===== config.mk =====
export PLATFORM = sky130hd
export DESIGN_NAME = rcv_enrg_trg_multi
export DESIGN_NICKNAME = d
export VERILOG_FILES = /design/src/rtl/rcv_enrg_trg_pkg.sv /design/src/rtl/rcv_enrg_trg_chan.sv /design/src/rtl/rcv_enrg_trg_multi.sv
export SDC_FILE = /design/constraint.sdc
export NUM_CORES = 1
export LEC_CHECK = 0
export ABC_AREA = 1
export CAP_MARGIN = 20
export CORE_UTILIZATION = 29
export CTS_CLUSTER_SIZE = 25
export DETAILED_ROUTE_END_ITERATION = 6
export DONT_BUFFER_PORTS = 1
export PLACE_DENSITY_LB_ADDON = 0.08
export SETUP_SLACK_MARGIN = 0.05
export SKIP_CTS_REPAIR_TIMING = 1
export SYNTH_ARGS = -nofsm -noshare
export SYNTH_HDL_FRONTEND = slang
export SYNTH_SLANG_ARGS = --single-unit

===== constraint.sdc =====
create_clock -name Clock -period 4.7 [get_ports Clock]
set_input_delay 0.47 -clock Clock [delete_from_list [all_inputs] [get_ports Clock]]
set_output_delay 0.47 -clock Clock [all_outputs]
set_load 0.1 [all_outputs]

===== src/rtl/rcv_enrg_trg_pkg.sv =====
// Shared types and helpers for the multi-channel energy-detector trigger receiver.
package rcv_enrg_trg_pkg;

  typedef enum logic [3:0] {
    CH_IDLE = 4'b0001,
    CH_DATA = 4'b0010,
    CH_PAR  = 4'b0100,
    CH_DONE = 4'b1000
  } ch_state_e;

  typedef enum logic [1:0] {
    MG_IDLE = 2'b01,
    MG_OPEN = 2'b10
  } mg_state_e;

  // Widest word plus parity bit the parity helper accepts.
  localparam int unsigned PAR_MAXW = 17;

  function automatic int unsigned frame_len(input int unsigned wbits, input int unsigned parity);
    return 1 + wbits + parity;
  endfunction

  // 1 when the vector holds an odd number of ones.
  function automatic logic odd_par(input logic [PAR_MAXW-1:0] v);
    return ^v;
  endfunction

endpackage


===== src/rtl/rcv_enrg_trg_chan.sv =====
// Single-channel frame receiver: start bit, WBITS word MSB first, optional odd parity.
module rcv_enrg_trg_chan
  import rcv_enrg_trg_pkg::*;
#(
  parameter int unsigned WBITS  = 3,
  parameter int unsigned PARITY = 1
) (
  input  logic             Clock,
  input  logic             Reset,
  input  logic             TReqIn,
  output logic             Done,
  output logic [WBITS-1:0] Word,
  output logic             PErr
);

  localparam int unsigned FLEN = frame_len(WBITS, PARITY);
  localparam int unsigned CW   = $clog2(FLEN);

  ch_state_e        r_state, w_state_nxt;
  logic [CW-1:0]    r_cnt, w_cnt_nxt;
  logic [WBITS-1:0] r_word, w_word_nxt;
  logic             r_perr, w_perr_nxt;

  always_ff @(posedge Clock or negedge Reset) begin
    if (!Reset) r_state <= CH_IDLE;
    else        r_state <= w_state_nxt;
  end

  always_comb begin
    w_state_nxt = r_state;
    case (r_state)
      CH_IDLE: if (TReqIn) w_state_nxt = CH_DATA;
      CH_DATA: if (r_cnt == CW'(WBITS - 1)) w_state_nxt = (PARITY != 0) ? CH_PAR : CH_DONE;
      CH_PAR:  w_state_nxt = CH_DONE;
      CH_DONE: w_state_nxt = CH_IDLE;
      default: w_state_nxt = CH_IDLE;
    endcase
  end

  // Word and parity error are held from DONE until the next start bit.
  always_comb begin
    w_cnt_nxt  = r_cnt;
    w_word_nxt = r_word;
    w_perr_nxt = r_perr;
    case (r_state)
      CH_IDLE: begin
        if (TReqIn) begin
          w_cnt_nxt  = '0;
          w_perr_nxt = 1'b0;
        end
      end
      CH_DATA: begin
        w_word_nxt = WBITS'({r_word, TReqIn});
        w_cnt_nxt  = r_cnt + CW'(1);
      end
      CH_PAR: begin
        if (PARITY != 0) w_perr_nxt = ~odd_par(PAR_MAXW'({r_word, TReqIn}));
      end
      default: ;
    endcase
  end

  always_ff @(posedge Clock or negedge Reset) begin
    if (!Reset) begin
      r_cnt  <= '0;
      r_word <= '0;
      r_perr <= 1'b0;
    end else begin
      r_cnt  <= w_cnt_nxt;
      r_word <= w_word_nxt;
      r_perr <= w_perr_nxt;
    end
  end

  assign Done = (r_state == CH_DONE);
  assign Word = r_word;
  assign PErr = r_perr;

endmodule


===== src/rtl/rcv_enrg_trg_multi.sv =====
// NCH-channel trigger receiver; per-channel words merged into one event by a coincidence window.
module rcv_enrg_trg_multi
  import rcv_enrg_trg_pkg::*;
#(
  parameter int unsigned NCH    = 2,
  parameter int unsigned WBITS  = 3,
  parameter int unsigned PARITY = 1,
  parameter int unsigned WIN    = 4
) (
  input  logic                 Clock,
  input  logic                 Reset,
  input  logic [NCH-1:0]       TReqIn,
  input  logic                 Address,
  output logic                 TrgValid,
  output logic [NCH*WBITS-1:0] TrgWord,
  output logic [NCH-1:0]       ChMask,
  output logic [NCH-1:0]       ParErr,
  output logic                 Partial,
  output logic                 Overlap
);

  localparam int unsigned CW = $clog2(WIN + 1);
  localparam int unsigned TW = NCH * WBITS;

  logic w_unused;
  assign w_unused = Address;

  logic [NCH-1:0] w_done, w_ch_perr;
  logic [TW-1:0]  w_ch_word;

  for (genvar g = 0; g < NCH; g++) begin : g_chan
    rcv_enrg_trg_chan #(.WBITS(WBITS), .PARITY(PARITY)) u_chan (
      .Clock  (Clock),
      .Reset  (Reset),
      .TReqIn (TReqIn[g]),
      .Done   (w_done[g]),
      .Word   (w_ch_word[g*WBITS +: WBITS]),
      .PErr   (w_ch_perr[g])
    );
  end

  mg_state_e      r_state, w_state_nxt;
  logic [CW-1:0]  r_cnt, w_cnt_n;
  logic [TW-1:0]  r_word, w_word_n, w_word_m, w_word_f;
  logic [NCH-1:0] r_mask, w_mask_n, w_mask_m, w_new;
  logic [NCH-1:0] r_perr, w_perr_n, w_perr_m, w_perr_f;
  logic           r_ovl, w_ovl_n, w_ovl_m;
  logic           w_full, w_tmo;

  logic           r_valid, w_valid_n;
  logic [TW-1:0]  r_oword, w_oword_n;
  logic [NCH-1:0] r_omask, w_omask_n, r_operr, w_operr_n;
  logic           r_opart, w_opart_n, r_oovl, w_oovl_n;

  // Window contents merged with this cycle's done strobes (_m) or a fresh window from them (_f).
  always_comb begin
    w_new    = w_done & ~r_mask;
    w_mask_m = r_mask | w_new;
    w_ovl_m  = r_ovl | (|(w_done & r_mask));
    w_word_m = r_word;
    w_perr_m = r_perr;
    w_word_f = '0;
    w_perr_f = '0;
    for (int c = 0; c < NCH; c++) begin
      if (w_new[c]) begin
        w_word_m[c*WBITS +: WBITS] = w_ch_word[c*WBITS +: WBITS];
        w_perr_m[c]                = w_ch_perr[c];
      end
      if (w_done[c]) begin
        w_word_f[c*WBITS +: WBITS] = w_ch_word[c*WBITS +: WBITS];
        w_perr_f[c]                = w_ch_perr[c];
      end
    end
    w_full = &w_mask_m;
    w_tmo  = (r_cnt == CW'(WIN - 1));
  end

  always_ff @(posedge Clock or negedge Reset) begin
    if (!Reset) r_state <= MG_IDLE;
    else        r_state <= w_state_nxt;
  end

  always_comb begin
    w_state_nxt = r_state;
    case (r_state)
      MG_IDLE: if ((|w_done) && !w_full && (WIN > 1)) w_state_nxt = MG_OPEN;
      MG_OPEN: begin
        if (w_full)     w_state_nxt = MG_IDLE;
        else if (w_tmo) w_state_nxt = (|w_done) ? MG_OPEN : MG_IDLE;
      end
      default: w_state_nxt = MG_IDLE;
    endcase
  end

  // Event fields are driven only in the strobe cycle; the window is cleared whenever merging ends.
  always_comb begin
    w_valid_n = 1'b0;
    w_oword_n = '0;
    w_omask_n = '0;
    w_operr_n = '0;
    w_opart_n = 1'b0;
    w_oovl_n  = 1'b0;
    w_word_n  = r_word;
    w_mask_n  = r_mask;
    w_perr_n  = r_perr;
    w_ovl_n   = r_ovl;
    w_cnt_n   = r_cnt;
    case (r_state)
      MG_IDLE: begin
        if (|w_done) begin
          if (w_full || (WIN == 1)) begin
            w_valid_n = 1'b1;
            w_oword_n = w_word_m;
            w_omask_n = w_mask_m;
            w_operr_n = w_perr_m;
            w_opart_n = ~w_full;
            w_oovl_n  = w_ovl_m;
          end else begin
            w_word_n = w_word_m;
            w_mask_n = w_mask_m;
            w_perr_n = w_perr_m;
            w_ovl_n  = w_ovl_m;
            w_cnt_n  = CW'(1);
          end
        end
      end
      MG_OPEN: begin
        if (w_full) begin
          w_valid_n = 1'b1;
          w_oword_n = w_word_m;
          w_omask_n = w_mask_m;
          w_operr_n = w_perr_m;
          w_oovl_n  = w_ovl_m;
          w_word_n  = '0;
          w_mask_n  = '0;
          w_perr_n  = '0;
          w_ovl_n   = 1'b0;
          w_cnt_n   = '0;
        end else if (w_tmo) begin
          w_valid_n = 1'b1;
          w_oword_n = r_word;
          w_omask_n = r_mask;
          w_operr_n = r_perr;
          w_opart_n = 1'b1;
          w_oovl_n  = r_ovl;
          w_word_n  = w_word_f;
          w_mask_n  = w_done;
          w_perr_n  = w_perr_f;
          w_ovl_n   = 1'b0;
          w_cnt_n   = (|w_done) ? CW'(1) : '0;
        end else begin
          w_word_n = w_word_m;
          w_mask_n = w_mask_m;
          w_perr_n = w_perr_m;
          w_ovl_n  = w_ovl_m;
          w_cnt_n  = r_cnt + CW'(1);
        end
      end
      default: ;
    endcase
  end

  always_ff @(posedge Clock or negedge Reset) begin
    if (!Reset) begin
      r_cnt   <= '0;
      r_word  <= '0;
      r_mask  <= '0;
      r_perr  <= '0;
      r_ovl   <= 1'b0;
      r_valid <= 1'b0;
      r_oword <= '0;
      r_omask <= '0;
      r_operr <= '0;
      r_opart <= 1'b0;
      r_oovl  <= 1'b0;
    end else begin
      r_cnt   <= w_cnt_n;
      r_word  <= w_word_n;
      r_mask  <= w_mask_n;
      r_perr  <= w_perr_n;
      r_ovl   <= w_ovl_n;
      r_valid <= w_valid_n;
      r_oword <= w_oword_n;
      r_omask <= w_omask_n;
      r_operr <= w_operr_n;
      r_opart <= w_opart_n;
      r_oovl  <= w_oovl_n;
    end
  end

  assign TrgValid = r_valid;
  assign TrgWord  = r_oword;
  assign ChMask   = r_omask;
  assign ParErr   = r_operr;
  assign Partial  = r_opart;
  assign Overlap  = r_oovl;

endmodule


==> flow_metrics.env <==
export IMPL_min_path_type="in -> async"
export IMPL_synth_cells=335
export IMPL_finClkSkew_ns=0.00734
export IMPL_switchingPower_uw=619
export IMPL_finish_utilization_pct=32.3
export IMPL_core_mm2=0.00881
export IMPL_p_sw_share_pct=42.3
export IMPL_routedWlPerCell_um=12.9
export IMPL_grt_util_all_layers_pct=13.2
export IMPL_synth_area_leader_cell="dfrtp_1"
export IMPL_htree_levels=2
export IMPL_totalWireLength_mm=5.72
export IMPL_seq_area_frac_synth_pct=48.1
export IMPL_setup_viol_count_final=0
export IMPL_die_area_mm2=0.00956
export IMPL_post_route_period_util_pct=47.2
export IMPL_min_period_ns=2.22
export IMPL_ys_ff_latch=51
export IMPL_leakagePower_nw=1.40
export IMPL_cp_data_required_time_ns=4.90
export IMPL_grt_pass1_vias=2052
export IMPL_rows=34
export IMPL_drive_gt1_share_pct=8.66
export IMPL_synth_nets=347
export IMPL_die_h_um=97.8
export IMPL_vias_per_cell=4.53
export IMPL_worst_slew_pin_transition_ns=0.888
export IMPL_synth_cell_types=30
export IMPL_antenna_found_initial=0
export IMPL_drt_iter0_markers=55
export IMPL_cp_startpoint="r_state[0]$_DFFE_PN1P_"
export IMPL_portBuffers=0
export IMPL_grt_ovfl_total=0
export IMPL_regArea_mm2=0.00128
export IMPL_cts_buffers=5
export IMPL_num_antenna_cells=0
export IMPL_syn_area_mm2=0.00266
export IMPL_grt_start_max_net_pins=52
export IMPL_ios=18
export IMPL_syn2layout_area_growth_pct=6.87
export IMPL_grt_pass1_wl_mm=9.86
export IMPL_timing_setup_tns_ns=0
export IMPL_pwr_share_comb_pct=38.6
export IMPL_worstSetupPathType="reg -> reg"
export IMPL_multiInputGateArea_mm2=0.00118
export IMPL_end_kind="flop"
export IMPL_outcome="finished clean"
export IMPL_clk_path_buf_depth=2
export IMPL_die_w_um=97.8
export IMPL_final_antenna_net_count=0
export IMPL_worst_slack_ns=2.48
export IMPL_dp_slack_ns=2.52
export IMPL_clkPwrFrac_pct=16.9
export IMPL_final_nets=347
export IMPL_yosysTopAreaCellShare_pct=45.2
export IMPL_dp_hpwl_mm=3.75
export IMPL_gp_congestion=0.730
export IMPL_r2r_start="r_state[0]$_DFFE_PN1P_"
export IMPL_yosys_warnings=0
export IMPL_start_util_pct=30.2
export IMPL_cts_reportedPaths_clkPinSlew_ns=0.09
export IMPL_rsz0062_at_grt="false"
export IMPL_arrival_ns=2.42
export IMPL_drv_cap=0
export IMPL_fmaxAchievable_ghz=0.450
export IMPL_firstDrtPassIters=4
export IMPL_startpoint_type="flop"
export IMPL_slew_headroom_pct=40.9
export IMPL_clk_insertion_delay_late_ns=0.30
export IMPL_fill_cells=924
export IMPL_cts_tree="yes"
export IMPL_root_buffer="clkbuf_8"
export IMPL_drcViolationCount=0
export IMPL_internal_power_uw=846
export IMPL_r2r_cells=8
export IMPL_slew_viol_final=0
export IMPL_clock_sinks=51
export IMPL_path_max_fanout=17
export IMPL_vias=2006
export IMPL_seqPwrFrac_pct=44.5
export IMPL_ir_drop_v=0.000177
export IMPL_final_hold_viol_count=0
export IMPL_synth_top_cells_by_area="dfrtp_1 (45%), nand2_1 (17%), o21ai_0 (5.8%)"
export IMPL_p_per_area_mw_per_mm2=515
export IMPL_power_mw=1.47
export IMPL_syn_area_per_cell_um2=7.94
==> metal layers <==
metal  up-vias  GRT usage (%)  wire (um)  part of all wire (%)
met5         -              0          0                     0
met4         0           5.01         92                   1.6
met3         8           2.72        144                   2.5
met2        23           22.3       2720                    48
met1       917           16.5       2760                    48
li1       1058              -          -                     -
==> cells in the final DEF, fill, tap and decap left out, types with 4 or more instances in the layout <==
master	instances
a21oi_1	13
clkbuf_8	5
dfrtp_1	48
ha_1	7
inv_1	36
nand2_1	118
nand2_2	6
nand3_1	20
nor2_1	14
o21ai_0	31
xnor2_1	4
==> cells by family (layout without fill, tap and decap cells) <==
kind of cell    after synthesis  in the layout  synth area share [%]
flops                        51             51                  48.1
compound gates               52             52                  10.8
fa+ha+maj                     7              7                  3.29
simple gates                172            172                  28.2
buf+inv                      47             47                  7.62
xor+xnor                      6              6                  1.98
==> worst max-delay path, cell delays in order (launching register included) <==
cell,delay [ns]
dfstp_2,0.39
inv_1,0.05
ha_1,0.42
inv_1,0.24
nor2_1,0.20
inv_1,0.09
nor2_4,0.39
nand2_1,0.09
a21oi_1,0.25
==> final timing paths <==
path,to,slack (ns)
setup / recovery,TrgWord[1]$_DFF_PN0_,2.48
hold / removal,TrgWord[5]$_DFF_PN0_,0.008
setup reg to reg,TrgWord[1]$_DFF_PN0_,2.48
hold reg to reg,g_chan[1].u_chan.r_cnt[2]$_DFFE_PN0P_,0.46
max in group asynchronous,g_chan[0].u_chan.r_state[0]$_DFFE_PN1P_,4.38
min in group Clock,g_chan[1].u_chan.Word[0]$_DFFE_PN0P_,0.34
==> Yosys cell counts <==
cell / n
buf_4: 1
a21boi_0: 1
nor2_4: 3
o21ai_0: 31
a21oi_4: 1
a21oi_2: 1
buf_1: 1
dfstp_2: 3
a31oi_1: 1
nand2_4: 3
xor2_1: 2
o22ai_1: 1
nor2_2: 3
nor4_1: 2
buf_6: 3
nand2_2: 6
inv_2: 3
ha_1: 7
nor2_1: 14
o31ai_1: 2
xnor2_1: 4
nand2_1: 118
nor3_1: 1
a21oi_1: 13
dfrtp_1: 48
clkbuf_1: 3
nand4_1: 2
nand3_1: 20
o211ai_1: 1
inv_1: 36
==> sequential cells by signal, indices dropped and copies added (netlist names), 2 cells and up <==
signal and cells:
ParErr 2, g_chan.u_chan.PErr 2, ChMask 2, r_state 2, g_chan.u_chan.r_cnt 6, g_chan.u_chan.r_state 8, r_word 6, g_chan.u_chan.Word 6
r_perr 2, r_cnt 3, TrgWord 6, r_mask 2
==> power groups by stage <==
stage / Combinational [mW] / Clock (mW) / Sequential, mW
after floorplan: 0.470 / 0 / 0.641
after global placement: 0.566 / 0 / 0.661
after detailed placement: 0.569 / 0 / 0.663
after CTS: 0.573 / 0.267 / 0.654
after global routing: 0.661 / 0.284 / 0.668
final: 0.565 / 0.248 / 0.653
==> cell type report <==
type | count | share of cell area [%]
sequential | 51 | 45.0
multi-input combinational | 237 | 41.4
inverter | 39 | 5.15
tap | 108 | 4.75
clock buffer | 7 | 2.68
timing repair buffer | 1 | 0.968
==> through the flow <==
stage          instances  cell area (um2)  hold WS [ns]
6_report             443             2840       0.00798
5_1_grt              443             2840       0.00745
4_1_cts              442             2820        -0.167
3_5_place_dp         435             2740         0.176
3_3_place_gp         435             2740         0.176
2_1_floorplan        335             2660         0.174
No activity file was read; power rests on OpenSTA's default activity.
